### config.mk
export PLATFORM = sky130hd
export DESIGN_NAME = screen_scanout
export DESIGN_NICKNAME = d
export VERILOG_FILES = /design/src/rtl/hack_screen_pkg.sv /design/src/rtl/screen_shift16.sv /design/src/rtl/screen_scanout.sv
export SDC_FILE = /design/constraint.sdc
export NUM_CORES = 1
export LEC_CHECK = 0
export ABC_AREA = 0
export CORE_ASPECT_RATIO = 0.9
export CORE_MARGIN = 5
export CORE_UTILIZATION = 42
export CTS_CLUSTER_DIAMETER = 40
export DETAILED_ROUTE_END_ITERATION = 10
export GPL_TIMING_DRIVEN = 0
export PLACE_DENSITY = 0.68
export SLEW_MARGIN = 20
export SYNTH_ARGS = -nofsm -noshare
export SYNTH_HDL_FRONTEND = slang
export SYNTH_SLANG_ARGS = --single-unit
### constraint.sdc
create_clock -name clk -period 2.4 [get_ports clk]
set_clock_uncertainty 0.15 [all_clocks]
set_input_delay 0.24 -clock clk [delete_from_list [all_inputs] [get_ports clk]]
set_output_delay 0.24 -clock clk [all_outputs]
set_load 0.005 [all_outputs]
### src/rtl/hack_screen_pkg.sv
// ---------------------------------------------------------------------------
// hack_screen_pkg
// Shared constants and types for the monochrome screen scan-out path.
//   SCREEN_ROW_WORDS : 16-bit words per screen row (512 pixels)
//   SCREEN_ROWS      : rows per frame
//   SCREEN_WORDS     : words per frame (power of two, so addresses wrap)
//   scan_state_t     : scan-out controller states
// ---------------------------------------------------------------------------
package hack_screen_pkg;

  localparam int SCREEN_ROW_WORDS = 32;
  localparam int SCREEN_ROWS      = 256;
  localparam int SCREEN_WORDS     = SCREEN_ROW_WORDS * SCREEN_ROWS;

  typedef enum logic [1:0] {
    IDLE  = 2'd0,
    LOAD  = 2'd1,
    SHIFT = 2'd2
  } scan_state_t;

endpackage

### src/rtl/screen_shift16.sv
// ---------------------------------------------------------------------------
// screen_shift16
// 16-bit pixel shift register with its bit counter. Bit 0 is the pixel on
// offer; each shift moves the next (further right) pixel into bit 0.
// Ports:
//   clk, rst_n : clock, asynchronous active-low reset
//   load       : capture din and restart the bit count (wins over shift)
//   shift      : shift right by one and advance the bit count
//   din        : screen word to capture
//   dout       : current pixel (register bit 0)
//   bit_cnt    : index of the current pixel within the word
//   last       : current pixel is bit 15 of the word
// ---------------------------------------------------------------------------
module screen_shift16 (
  input  logic        clk,
  input  logic        rst_n,
  input  logic        load,
  input  logic        shift,
  input  logic [15:0] din,
  output logic        dout,
  output logic [3:0]  bit_cnt,
  output logic        last
);

  logic [15:0] shreg_r;
  logic [3:0]  cnt_r;

  // Load / shift register and bit counter.
  always_ff @(posedge clk or negedge rst_n) begin
    if (!rst_n) begin
      shreg_r <= 16'h0000;
      cnt_r   <= 4'd0;
    end else if (load) begin
      shreg_r <= din;
      cnt_r   <= 4'd0;
    end else if (shift) begin
      shreg_r <= {1'b0, shreg_r[15:1]};
      cnt_r   <= cnt_r + 4'd1;
    end else begin
      shreg_r <= shreg_r;
      cnt_r   <= cnt_r;
    end
  end

  assign dout    = shreg_r[0];
  assign bit_cnt = cnt_r;
  assign last    = (cnt_r == 4'd15);

endmodule

### src/rtl/screen_scanout.sv
// ---------------------------------------------------------------------------
// screen_scanout
// Reads a bit-mapped screen from an asynchronous-read RAM and streams it as
// one pixel per valid/ready transfer, word bit 0 leftmost, frames back to
// back while enable is held.
// Ports:
//   clk, rst_n  : clock, asynchronous active-low reset
//   enable      : keep scanning frames (sampled in IDLE and at frame end)
//   ram_address : word address to the screen RAM (next word, prefetched)
//   ram_data    : screen RAM word at ram_address, same cycle
//   pix_valid   : pixel on offer
//   pix_ready   : downstream takes the pixel
//   pix_data    : pixel value, 1 = black
//   pix_sof     : pixel is row 0 column 0
//   pix_eol     : pixel is the last column of a row
//   frame_done  : one-cycle pulse after the last pixel of a frame is taken
// ---------------------------------------------------------------------------
module screen_scanout
  import hack_screen_pkg::*;
#(
  parameter int ROW_WORDS = SCREEN_ROW_WORDS,
  parameter int ROWS      = SCREEN_ROWS,
  localparam int WORDS    = ROW_WORDS * ROWS,
  localparam int AW       = $clog2(WORDS)
) (
  input  logic          clk,
  input  logic          rst_n,
  input  logic          enable,
  output logic [AW-1:0] ram_address,
  input  logic [15:0]   ram_data,
  output logic          pix_valid,
  input  logic          pix_ready,
  output logic          pix_data,
  output logic          pix_sof,
  output logic          pix_eol,
  output logic          frame_done
);

  localparam logic [AW-1:0] ADDR_ZERO = {AW{1'b0}};
  localparam logic [AW-1:0] ADDR_ONE  = AW'(1);
  localparam logic [AW-1:0] ADDR_LAST = AW'(WORDS - 1);

  scan_state_t   state_r;
  logic [AW-1:0] addr_r;      // prefetch address driven to the RAM
  logic [AW-1:0] cur_addr_r;  // address of the word being shifted out
  logic          valid_r;
  logic          sof_r;
  logic          eol_r;
  logic          done_r;

  logic          load_s;
  logic          shift_s;
  logic          xfer_s;
  logic          last_s;
  logic          last_word_s;
  logic          col_last_s;
  logic          frame_end_s;
  logic [3:0]    bit_cnt_s;

  screen_shift16 u_shift (
    .clk     (clk),
    .rst_n   (rst_n),
    .load    (load_s),
    .shift   (shift_s),
    .din     (ram_data),
    .dout    (pix_data),
    .bit_cnt (bit_cnt_s),
    .last    (last_s)
  );

  assign xfer_s      = valid_r & pix_ready;
  assign last_word_s = (cur_addr_r == ADDR_LAST);
  assign col_last_s  = ((32'(cur_addr_r) % ROW_WORDS) == (ROW_WORDS - 1));
  assign frame_end_s = xfer_s & last_s & last_word_s;

  // Shift-register control: reload on the last bit of a word unless the
  // frame ends with enable low, otherwise shift on every transfer.
  always_comb begin
    load_s  = 1'b0;
    shift_s = 1'b0;
    case (state_r)
      IDLE: begin
        load_s  = 1'b0;
        shift_s = 1'b0;
      end
      LOAD: begin
        load_s = 1'b1;
      end
      SHIFT: begin
        if (xfer_s) begin
          if (last_s && (!last_word_s || enable)) begin
            load_s = 1'b1;
          end else begin
            shift_s = 1'b1;
          end
        end else begin
          load_s  = 1'b0;
          shift_s = 1'b0;
        end
      end
      default: begin
        load_s  = 1'b0;
        shift_s = 1'b0;
      end
    endcase
  end

  // Scan FSM, address counters and registered pixel flags. The sof/eol
  // flags are computed for the pixel that becomes current after the edge.
  always_ff @(posedge clk or negedge rst_n) begin
    if (!rst_n) begin
      state_r    <= IDLE;
      addr_r     <= ADDR_ZERO;
      cur_addr_r <= ADDR_ZERO;
      valid_r    <= 1'b0;
      sof_r      <= 1'b0;
      eol_r      <= 1'b0;
      done_r     <= 1'b0;
    end else begin
      done_r <= 1'b0;
      case (state_r)
        IDLE: begin
          valid_r <= 1'b0;
          sof_r   <= 1'b0;
          eol_r   <= 1'b0;
          addr_r  <= ADDR_ZERO;
          if (enable) begin
            state_r <= LOAD;
          end
        end
        LOAD: begin
          state_r    <= SHIFT;
          valid_r    <= 1'b1;
          cur_addr_r <= addr_r;
          addr_r     <= addr_r + ADDR_ONE;
          sof_r      <= (addr_r == ADDR_ZERO);
          eol_r      <= 1'b0;
        end
        SHIFT: begin
          if (xfer_s) begin
            done_r <= frame_end_s;
            if (load_s) begin
              // Next word (or word 0 of the next frame) with no bubble;
              // addr_r has already wrapped to 0 after the last word.
              cur_addr_r <= addr_r;
              addr_r     <= addr_r + ADDR_ONE;
              sof_r      <= (addr_r == ADDR_ZERO);
              eol_r      <= 1'b0;
            end else if (frame_end_s) begin
              state_r <= IDLE;
              valid_r <= 1'b0;
              sof_r   <= 1'b0;
              eol_r   <= 1'b0;
              addr_r  <= ADDR_ZERO;
            end else begin
              sof_r <= 1'b0;
              eol_r <= (bit_cnt_s == 4'd14) && col_last_s;
            end
          end
        end
        default: begin
          state_r <= IDLE;
          valid_r <= 1'b0;
          sof_r   <= 1'b0;
          eol_r   <= 1'b0;
          addr_r  <= ADDR_ZERO;
        end
      endcase
    end
  end

  assign ram_address = addr_r;
  assign pix_valid   = valid_r;
  assign pix_sof     = sof_r;
  assign pix_eol     = eol_r;
  assign frame_done  = done_r;

endmodule

* Word-level counts from Yosys, hierarchy flattened
Cells that the tools add are included.
W data, S select, Z words.
** Operators by class
- Reduce and logical (&&, ||, !) cells :: 12
- $lt $le $gt $ge :: 0
- Mux-type cells :: 35
- Eq/ne operators :: 12
- Multiply operators :: 0
- $add $sub $neg :: 2
- Shift-type cells :: 0
- Div/mod/pow operators :: 0
- Bitwise logic cells :: 3
** Operator list (count)
- $mux W13 :: 5
- $pmux W13 S2 :: 2
- $mux W16 :: 2
- $mux W1 :: 16
- $add A13 B1 Y13 const B :: 1
- $eq A13 B13 Y1 const B :: 1
- $logic_not A13 Y1 :: 1
- $ne A2 B2 Y1 const B :: 5
- $eq A4 B4 Y1 const B :: 2
- $mux W2 :: 4
- $mux W4 :: 2
- $pmux W1 S2 :: 3
- $pmux W2 S3 :: 1
- $reduce_and A3 Y1 :: 2
- $eq A5 B5 Y1 const B :: 1
- $add A4 B1 Y4 const B :: 1
- $reduce_and A4 Y1 :: 1
- $reduce_bool A2 Y1 :: 2
- $and A1 B1 Y1 :: 3
- $ne A3 B3 Y1 const B :: 1
- $eq A2 B1 Y1 const B :: 1
- $eq A2 B2 Y1 const B :: 1
- $logic_and A1 B1 Y1 :: 2
- $logic_not A2 Y1 :: 1
- other kinds (3) :: 3
** Word-level totals
- Memory bits (writable) :: 0
- Latch bits :: 0
- Bits of input ports :: 20
- Logic and storage cells :: 73
- Memories :: 0
- ROM bits :: 0
- Register bits after elaboration :: 52

* Depth between registers and ports, before layout
Gate-level depths: netlist of run 1.
- Depth after elaboration :: 10
- Gate-level depth with buffers :: 10
- Mapped depth without buffers :: 7

* Cells and area by module
A second synthesis of run 1 with hierarchy kept.
** Second synthesis, totals
- Cell total of the unflattened synthesis :: 252
- Area total of the unflattened synthesis :: 2676.3 um2
** By module, submodules not included
- screen_scanout :: area each 1737.9 um2, times used 1, sequential area each 800.8 um2, cells each 165
- screen_shift16 :: area each 938.4 um2, times used 1, sequential area each 500.5 um2, cells each 87

* Worst setup path before layout of run 1
OpenSTA, ideal clock, no wires.
- Kind :: reg2reg
- From :: register state_r[0]
- To :: register state_r[0]
- Stages on the path, launching flop included :: 9
- Clock period less this slack :: 2.154 ns
- Data arrival time :: 1.879 ns
- Data required time :: 2.125 ns
- Path buffers :: 1
- Slack :: 0.246 ns
- Cells stage by stage :: dfrtp_1 inv_1 ha_1 and3_1 buf_2 a31oi_1 o211ai_1 a21oi_1 mux2_2
** Between the ends
- Longest elaborated chain between the ends :: 4
- Elaborated cells on any way between the ends :: 10
- Classes of those cells :: eq/ne: 6; mux: 2; reduce/logical: 2
** Ends and longest elaborated chain
- start: declaration :: RTL line screen_scanout.sv:43 : scan_state_t state_r;
- start signal: assignment :: RTL line screen_scanout.sv:112 : state_r <= IDLE;
- start signal: assignment :: RTL line screen_scanout.sv:128 : state_r <= LOAD;
- start signal: assignment :: RTL line screen_scanout.sv:132 : state_r <= SHIFT;
- $eq A2 B2 Y1 or $eq A2 B1 Y1 (tied branches) :: RTL line screen_scanout.sv:81, screen_scanout.sv:121
- $pmux W1 S2 :: RTL line screen_scanout.sv:81 : case (state_r)
- $ne A2 B2 Y1 (no source line)
- $reduce_and A4 Y1 (no source line)
Several ways; a longest one is shown, not always the timed one.
A chain may end at the register's enable or synchronous reset.

* Final worst setup path of run 1
- From :: register state_r[1]
- To :: register addr_r[8] (netlist: ram_address[8])
** Between the ends
- Longest elaborated chain between the ends :: 5
- Elaborated cells on any way between the ends :: 9
- Classes of those cells :: eq/ne: 4; mux: 4; reduce/logical: 1
** Ends and longest elaborated chain
- $eq A2 B2 Y1 or $eq A2 B1 Y1 (tied branches) :: RTL line screen_scanout.sv:81, screen_scanout.sv:121
- $pmux W1 S2 :: RTL line screen_scanout.sv:81
- $mux W13 :: RTL line screen_scanout.sv:142 : if (load_s) begin
- $mux W13 :: RTL line screen_scanout.sv:140 : if (xfer_s) begin
- $pmux W13 S2 :: RTL line screen_scanout.sv:121 : case (state_r)
- end signal: assignment :: RTL line screen_scanout.sv:135 : addr_r <= addr_r + ADDR_ONE;
- end signal: assignment :: RTL line screen_scanout.sv:146 : addr_r <= addr_r + ADDR_ONE;
- end: declaration :: RTL line screen_scanout.sv:44 : logic [AW-1:0] addr_r;
Several ways; a longest one is shown, not always the timed one. The select of a mux whose other input is x is not followed.

==> impl_metrics.yaml, run 1 <==
synthesis:
  ys_seq_elements: 52
  syn-num-nets: 283
  syn_inst: 255
  synth_mux_area_share_pct: 13.84
  synth_top_family_by_area: "simple AND/OR/NAND/NOR gates"
  synth_seq_area_share_pct: 48.96
  synth.top_cell.area_share_pct: 48.96
  synth_cell_types: 41
  yosysTopAreaCell: "dfrtp_1"
  synth_compound_area_share_pct: 13.32
  synth_fa_ha_area_share_pct: 3.766
  syn_avg_cell_area_um2: 10.42
  ys_top_cells_by_area: "dfrtp_1, a31oi_1, mux2_4"
  synthSimpleGateAreaFrac_pct: 16.10
  syn-cell-area_um2: 2658
  synth_xor_area_share_pct: 0.3296
  yosysWarnings: 0
setup_path:
  cp_max_fo: 10
  crit_family: "compound AO/OA/AOI/OAI gates"
  r2r_start: "state_r[1]"
  arrival_ps: 2380
  crit_path_start_kind: "register"
  worst-path-stages: 9
  r2r_slack_ps: 110
  setup.worst_path.start: "state_r[1]"
  critPathCapture: "ram_address[8]"
  slowest_stage: "dfrtp_1"
  reg2reg_to: "ram_address[8]"
  critPathKind: "reg -> reg"
  slowest_delay_ps: 410
  end_kind: "register"
  path_buf_inv: 4
  crit_path_cell_trace: "inv_1 -> ha_1 -> inv_1 -> o311ai_1 -> a21o_1 -> buf_2 -> clkbuf_4 -> a31oi_1 -> a31oi_1"
  crit_required_ps: 2490
  r2r_cells: 9
clocking:
  clk_latency_ps: 320
  numCtsBuffers: 5
  cts_max_level: 2
  numClockSinks: 52
  clockBufferDepth: 2
  path_clk_slew_ps: 100
  cts_root_buf: "clkbuf_8"
  cts_tree: "yes"
cells_and_area:
  layout-drive-gt1-share_pct: 17.32
  fin_cells: 393
  antenna_cells: 0
  finalNetCount: 333
  final_cell_area_um2: 3390
  n_fill_cell: 569
  seqCellArea_um2: 1301
  multi_input_area_um2: 1313
  most-common-layout-cells: "dfrtp_1, clkdlybuf4s50_1, nand2_1"
  final_common_cell: "dfrtp_1"
  area_delta_synth_final_pct: 27.54
global_routing:
  overflow: 0
  grt_pass1_wl_um: 9756
  grt_pass1_vias: 2003
  grt_max_degree: 53
  grt_usage_pct: 15.31
  antenna_found_initial: 0
floorplanning:
  die_area_um2: 8021
  initial_utilization_pct: 43.22
  ios: 38
  core.rowCount: 27
  die_h_um: 85.47
  core_area_um2: 6148
  die_w_um: 93.85
timing:
  finalCritPeriodShare_pct: 95.21
  fin_ws_ps: 114.9
  tightest_slew_ps: 643.3
  finalHoldViolCount: 0
  slew_viol_final: 0
  holdWs_ps: 315.3
  relSlewSlack_pct: 57.11
  setup_tns_ps: 0
  fmax_mhz: 437.6
  period_needed_ps: 2285
  setup_viol: 0
power_and_ir_drop:
  comb_power_share_pct: 39.5
  p_switching_mw: 1.111
  p_int_mw: 2.073
  swShare_pct: 34.88
  p_seq_share_pct: 37.4
  vdd_drop_max_v: 0.0004316
  p_leak_nw: 1.541
  power_density_nw_per_um2: 939.3
  clock_power_share_pct: 23.1
worst_hold_path:
  hp-class: "in -> reg"
place:
  place_congestion: 0.8302
  port_buffers: 37
  dp_hpwl_um: 4071
  pre_cts_ws_ps: -106.9
  dpl_cell_area_um2: 3134
  dpl.cell_count: 379
detailed_routing:
  vias: 2110
  vias_per_cell: 5.369
  wl_per_cell_um: 14.90
  firstDrtPassIters: 4
  postRouteAntennaNets: 0
  first_iter_violations: 115
  drc: 0
  wl_um: 5855
flow_run:
  drv_cap: 0
outcome:
  status: "finished, final reports clean"
[flip-flops by register name, indices dropped and copies added (netlist names)]
signal and count:
cur_addr_r 13, state_r 2, pix_eol 1, ram_address 13, pix_valid 1, u_shift.bit_cnt 4, pix_sof 1, u_shift.shreg_r 16
frame_done 1
[final cells by class]
class | instances | area share, %
Clock buffer | 5 | 2.030
Timing Repair Buffer | 43 | 12.26
Inverter | 6 | 0.6645
Clock inverter | 3 | 2.030
Sequential cell | 52 | 38.39
Multi-Input combinational cell | 184 | 38.72
Buffer | 13 | 2.695
Tap cell | 87 | 3.212
[through the flow]
| step | power, mW | util (%) |
|---|---|---|
| 2_1_floorplan | 1.973 | - |
| 3_3_place_gp | 2.278 | 51.02 |
| 3_5_place_dp | 2.309 | 50.98 |
| 4_1_cts | 3.095 | 53.89 |
| 5_1_grt | 3.407 | 55.13 |
| 6_report | 3.184 | 55.13 |
[power by group through the flow]
stage               clock network, mW  registers [mW]  logic (mW)
finish                          0.735            1.19        1.26
global route                    0.785            1.21        1.41
CTS                             0.750            1.19        1.16
detailed placement                  0            1.21        1.10
global placement                    0            1.20        1.08
floorplan                           0            1.18       0.796
[layer usage]
metal / GRT usage (%) / vias up / part of all wire (%)
li1: - / 1029 / -
met3: 3.457 / 8 / 6.4
met2: 23.60 / 74 / 46
met5: 0 / - / 0
met4: 4.331 / 0 / 1.4
met1: 21.59 / 999 / 46
[worst min path at each step]
| stage | cells past startpoint | slack (ps) | end | start |
|---|---|---|---|---|
| 3_3_place_gp | 1 | 310 | pix_eol | pix_eol |
| 4_1_cts | 3 | 310 | u_shift.shreg_r[15] | ram_data[15] |
| 2_1_floorplan | 0 | -210 | cur_addr_r[0] | rst_n |
| 5_1_grt | 3 | 320 | u_shift.shreg_r[14] | ram_data[14] |
| 6_report | 3 | 320 | u_shift.shreg_r[1] | ram_data[1] |
| 3_5_place_dp | 1 | 170 | cur_addr_r[6] | rst_n |
[Yosys cell counts]
cell and count:
buf_1 2, clkbuf_1 2, o21ai_1 1, o311ai_0 1, buf_2 6, or3_1 2
nor3_1 4, nor4b_1 1, nand3_1 9, and4_1 2, or4_4 1, buf_4 1
o21ai_2 1, o21ai_0 23, and2_1 1, nor2b_1 1, nor4_2 1, mux2_4 10
xnor2_1 1, a2111oi_0 1, and3_1 5, o21a_1 1, nor2_1 8, a21oi_1 3
nand2_1 35, inv_1 6, nor4_1 3, o211ai_1 1, mux2i_1 15, nand3b_1 1
a31oi_1 24, o22ai_2 1, or2_2 1, ha_1 8, mux2_2 6, nand4_1 5
a21o_1 2, nor2_2 1, nand2b_1 4, dfrtp_1 52, buf_6 2
[timing repair]
item | CTS | global route
gates resized for setup | 3 | 18
hold buffers | 1 | 0
endpoints found under the setup margin | 29 | 42
pin swaps | 1 | 1
setup buffers | 3 | 2
endpoints found under the hold margin | 52 | 0
[tightest hold or removal path: stages]
cell	delay [ps]
clkdlybuf4s50_1	390
nand2_1	50
o21ai_0	60
[cells by family after synthesis]
kind of cell | Yosys count
adders and majority gates | 8
DFF | 52
and+or+nand+nor | 85
xor gates and xnor gates | 1
muxes | 31
buffers and inverters | 19
AOI/OAI and AO/OA | 59
Note: power is estimated with default switching activity, not from simulation.
==> run 2, diff against run 1 <==
--- a/config.mk
+++ b/config.mk
@@ -13,7 +13,6 @@
 export DETAILED_ROUTE_END_ITERATION = 10
 export GPL_TIMING_DRIVEN = 0
 export PLACE_DENSITY = 0.68
-export SLEW_MARGIN = 20
 export SYNTH_ARGS = -nofsm -noshare
 export SYNTH_HDL_FRONTEND = slang
 export SYNTH_SLANG_ARGS = --single-unit
==> run 2 against run 1 <==
Compared with the run above:
- die area did not move
- combinational power hardly changed
- cell count shrank 0.25%
- utilization down 0.63 points
- via count decreased by 1.3%
- register-to-register slack improved by 80 ps
- sequential power about the same
- hold slack better by 2.5 ps
- critical path type unchanged
- critical endpoint is now state_r[0]
- largest power group unchanged
==> impl_metrics.yaml, run 2 (synthesis gave the netlist of run 1 again) <==
floorplanning:
  core_area_um2: 6148
  core.rowCount: 27
  die_area_um2: 8021
  ios: 38
  initial_utilization_pct: 43.22
  die_h_um: 85.47
  die_w_um: 93.85
timing:
  finalCritPeriodShare_pct: 91.76
  holdWs_ps: 317.8
  setup_viol: 0
  period_needed_ps: 2202
  tightest_slew_ps: 595.3
  slew_viol_final: 0
  fmax_mhz: 454.1
  finalHoldViolCount: 0
  fin_ws_ps: 197.7
  relSlewSlack_pct: 60.31
cells_and_area:
  area_delta_synth_final_pct: 26.08
  antenna_cells: 0
  top_register: "u_shift.shreg_r"
  layout-drive-gt1-share_pct: 17.05
  most-common-layout-cells: "dfrtp_1, clkdlybuf4s50_1, nand2_1"
  final_common_cell: "dfrtp_1"
  n_fill_cell: 575
  multi_input_area_um2: 1313
  finalNetCount: 332
  largest_register_ffs: 16
  seqCellArea_um2: 1301
global_routing:
  grt_usage_pct: 15.64
  overflow: 0
  grt_max_degree: 29
  grt_pass1_vias: 2064
  antenna_found_initial: 0
  grt_pass1_wl_um: 9970
power_and_ir_drop:
  p_leak_nw: 1.512
  power_density_nw_per_um2: 880.6
  finalPower_mw: 2.951
  vdd_drop_max_v: 0.0004095
detailed_routing:
  first_iter_violations: 93
  route.met2.wl_um: 2575
  met1_length_um: 2790
  vias: 2082
  vias_per_cell: 5.311
  dr_wl_met3_um: 329
  drc: 0
  firstDrtPassIters: 4
  wl_per_cell_um: 14.79
  wl_um: 5798
  postRouteAntennaNets: 0
  highest_layer: "met4"
clocking:
  clockBufferDepth: 2
  cts_tree: "yes"
  numCtsBuffers: 5
  numClockSinks: 52
  cts_max_level: 2
  cts_root_buf: "clkbuf_8"
  clk_latency_ps: 310
  path_clk_slew_ps: 100
setup_path:
  critPathKind: "reg -> reg"
  crit_path_start_kind: "register"
  slowest_stage: "dfrtp_1"
  crit_required_ps: 2450
  arrival_ps: 2250
  crit_path_cell_trace: "inv_2 -> ha_4 -> and3_1 -> buf_2 -> a31oi_4 -> o211ai_1 -> a21oi_2 -> mux2_2"
  slowest_delay_ps: 390
  cp_max_fo: 7
  end_kind: "register"
place:
  dp_hpwl_um: 4196
  pre_cts_ws_ps: -110.1
  port_buffers: 37
  place_congestion: 0.8302
worst_hold_path:
  hp-class: "in -> async"
flow_run:
  drv_cap: 0
outcome:
  status: "finished, final reports clean"
[run 2: cell count changes in the layout (fill, tap and decap cells not counted), sizes merged]
cell,change
buf,-3
bufinv,-2
inv,-1
clkinvlp,+1
clkbuf,+4
[run 2: final timing paths]
check	startpoint	to	slack [ps]	cells past startpoint
max in group asynchronous	rst_n	u_shift.shreg_r[5]	1230	3
worst max-delay path	state_r[0]	state_r[0]	200	8
worst min-delay path	rst_n	cur_addr_r[6]	320	2
worst min register to register	pix_eol	pix_eol	330	1
min in group clk	ram_data[5]	u_shift.shreg_r[5]	330	3
worst max register to register	state_r[0]	state_r[0]	200	8
[run 2: worst max-delay path: cells and delay by family, from the launching register on]
family / cells / cell delay (ps)
mux: 1 / 350
flops: 1 / 390
fa+ha+maj: 1 / 190
buf+inv: 2 / 230
simple gates: 1 / 170
compound gates: 3 / 600
[run 2: metal layers]
metal	track usage [%]	up-vias
met5	0	-
met4	5.643	0
met3	3.369	10
met2	23.28	70
met1	22.36	974
li1	-	1028
[run 2: repair_timing]
| item | in CTS | in global routing |
|---|---|---|
| setup endpoints to repair | 31 | 35 |
| gates resized for setup | 3 | 20 |
| hold buffers | 1 | 0 |
| pin swaps | 1 | 1 |
| hold endpoints to repair | 24 | 0 |
| buffers inserted | 3 | 0 |
[run 2: report_power, final]
| group | switching, mW | internal (mW) |
|---|---|---|
| registers | 0.123 | 1.07 |
| clock network | 0.293 | 0.235 |
| logic | 0.664 | 0.567 |
| total | 1.08 | 1.87 |
[run 2: metrics by stage]
step / instances / setup TNS (ps) / cell area, um2 / util (%)
3_3_place_gp: 379 / -32160 / 3137 / 51.02
4_1_cts: 392 / 0 / 3287 / 53.46
5_1_grt: 392 / -0.7008 / 3351 / 54.50
6_report: 392 / 0 / 3351 / 54.50
3_5_place_dp: 380 / -2102 / 3152 / 51.26
2_1_floorplan: 255 / 0 / 2658 / -
[run 2: final cells by class]
cell class                      count  area share, %
Tap cell                           87          3.249
Buffer                             13          2.801
Sequential cell                    52          38.84
Clock buffer                        7          2.577
Clock inverter                      1         0.2240
Timing Repair Buffer               42          12.47
Inverter                            6         0.6721
Multi-Input combinational cell    184          39.17
==> run 3, diff against run 2 <==
--- a/config.mk
+++ b/config.mk
@@ -9,6 +9,7 @@
 export CORE_ASPECT_RATIO = 0.9
 export CORE_MARGIN = 5
 export CORE_UTILIZATION = 42
+export CTS_BUF_LIST = sky130_fd_sc_hd__clkbuf_8 sky130_fd_sc_hd__clkbuf_16
 export CTS_CLUSTER_DIAMETER = 40
 export DETAILED_ROUTE_END_ITERATION = 10
 export GPL_TIMING_DRIVEN = 0
==> run 3 against run 2 <==
Compared with the run above:
- combinational power hardly changed
- critical path depth unchanged
- die area did not move
- global-route usage stayed put
- register-to-register slack about the same
- wire length increased by 0.38%
- cell count unchanged
- sequential power about the same
- worst setup slack hardly changed
- hold slack worse by 1.8 ps
==> impl_metrics.yaml, run 3 (synthesis gave the netlist of run 1 again) <==
global_routing:
  grt_usage_pct: 15.64
  antenna_found_initial: 0
  grt_pass1_vias: 2064
  overflow: 0
  grt_pass1_wl_um: 9970
  grt_max_degree: 29
timing:
  slew_viol_final: 0
  finalCritPeriodShare_pct: 91.76
  fin_ws_ps: 197.7
  relSlewSlack_pct: 60.27
  holdWs_ps: 316.0
  tightest_slew_ps: 595.9
  period_needed_ps: 2202
  fmax_mhz: 454.1
  finalHoldViolCount: 0
  setup_viol: 0
power_and_ir_drop:
  vdd_drop_max_v: 0.0004096
  p_leak_nw: 1.516
  finalPower_mw: 2.950
  power_density_nw_per_um2: 880.4
cells_and_area:
  antenna_cells: 0
  fin_util_pct: 54.50
  final_common_cell: "dfrtp_1"
  area_delta_synth_final_pct: 26.08
  top_register: "u_shift.shreg_r"
  final_cell_area_um2: 3351
  largest_register_ffs: 16
  most-common-layout-cells: "dfrtp_1, clkdlybuf4s50_1, nand2_1"
  layout-drive-gt1-share_pct: 17.05
  finalNetCount: 332
outcome:
  status: "finished, final reports clean"
setup_path:
  slowest_delay_ps: 390
  r2r_slack_ps: 200
  slowest_stage: "dfrtp_1"
  crit_path_start_kind: "register"
  end_kind: "register"
  crit_path_cell_trace: "inv_2 -> ha_4 -> and3_1 -> buf_2 -> a31oi_4 -> o211ai_1 -> a21oi_2 -> mux2_2"
  r2r_start: "state_r[0]"
  crit_required_ps: 2450
  reg2reg_to: "state_r[0]"
  critPathKind: "reg -> reg"
  path_buf_inv: 2
  arrival_ps: 2250
  r2r_cells: 8
  cp_max_fo: 7
  crit_family: "compound AO/OA/AOI/OAI gates"
clocking:
  cts_max_level: 2
  clockBufferDepth: 2
  path_clk_slew_ps: 100
  numCtsBuffers: 5
  clk_latency_ps: 310
  cts_root_buf: "clkbuf_8"
  numClockSinks: 52
  cts_tree: "yes"
floorplanning:
  die_area_um2: 8021
  die_w_um: 93.85
  ios: 38
  core_area_um2: 6148
  core.rowCount: 27
  die_h_um: 85.47
  initial_utilization_pct: 43.22
detailed_routing:
  vias_per_cell: 5.309
  wl_per_cell_um: 14.85
  first_iter_violations: 78
  wl_um: 5820
  postRouteAntennaNets: 0
  drc: 0
  firstDrtPassIters: 4
  vias: 2081
place:
  place_congestion: 0.8302
  port_buffers: 37
  dp_hpwl_um: 4196
  dpl_cell_area_um2: 3152
  pre_cts_ws_ps: -110.1
flow_run:
  drv_cap: 0
worst_hold_path:
  hp-class: "in -> async"
==> run 3: how the worst max path moves through the flow <==
stage	startpoint	endpoint	slack, ps	depth (start not counted)
2_1_floorplan	state_r[0]	state_r[0]	250	8
3_3_place_gp	rst_n	u_shift.shreg_r[10]	-610	1
3_5_place_dp	state_r[0]	u_shift.shreg_r[12]	-110	10
4_1_cts	state_r[0]	u_shift.shreg_r[12]	30	10
5_1_grt	state_r[1]	ram_address[5]	-0.7	9
6_report	state_r[0]	state_r[0]	200	8
==> run 3: metal layers <==
layer	track usage [%]	wire, um	part of all wire (%)
met1	22.36	2859	49
met2	23.28	2596	45
met3	3.369	260	4.5
met4	5.643	103	1.8
met5	0	0	0
==> run 3: final cells by class <==
type	count	area, um2
buffer	13	93.84
clock buffer	6	82.58
tap	87	108.9
fill	575	2798
clock inverter	2	11.26
multi-input combinational	184	1313
sequential	52	1301
inverter	6	22.52
timing repair buffer	42	417.9
==> run 3: timing repair <==
action,4_1_cts,5_1_grt
setup endpoints to repair,31,35
hold endpoints to repair,24,0
hold buffers,1,0
resized for setup,3,20
setup buffers,3,0
pin swaps,1,1
==> run 3: metrics by stage <==
step | std cells | setup TNS, ps
after floorplan | 255 | 0
after global placement | 379 | -32160
after detailed placement | 380 | -2102
after CTS | 392 | 0
after global routing | 392 | -0.7008
final | 392 | 0
==> run 3: power breakdown <==
group          leakage (nW)  switching, mW  internal (mW)
logic                 0.771          0.663          0.567
registers             0.697          0.123           1.07
clock network        0.0486          0.296          0.231
total                  1.52           1.08           1.87
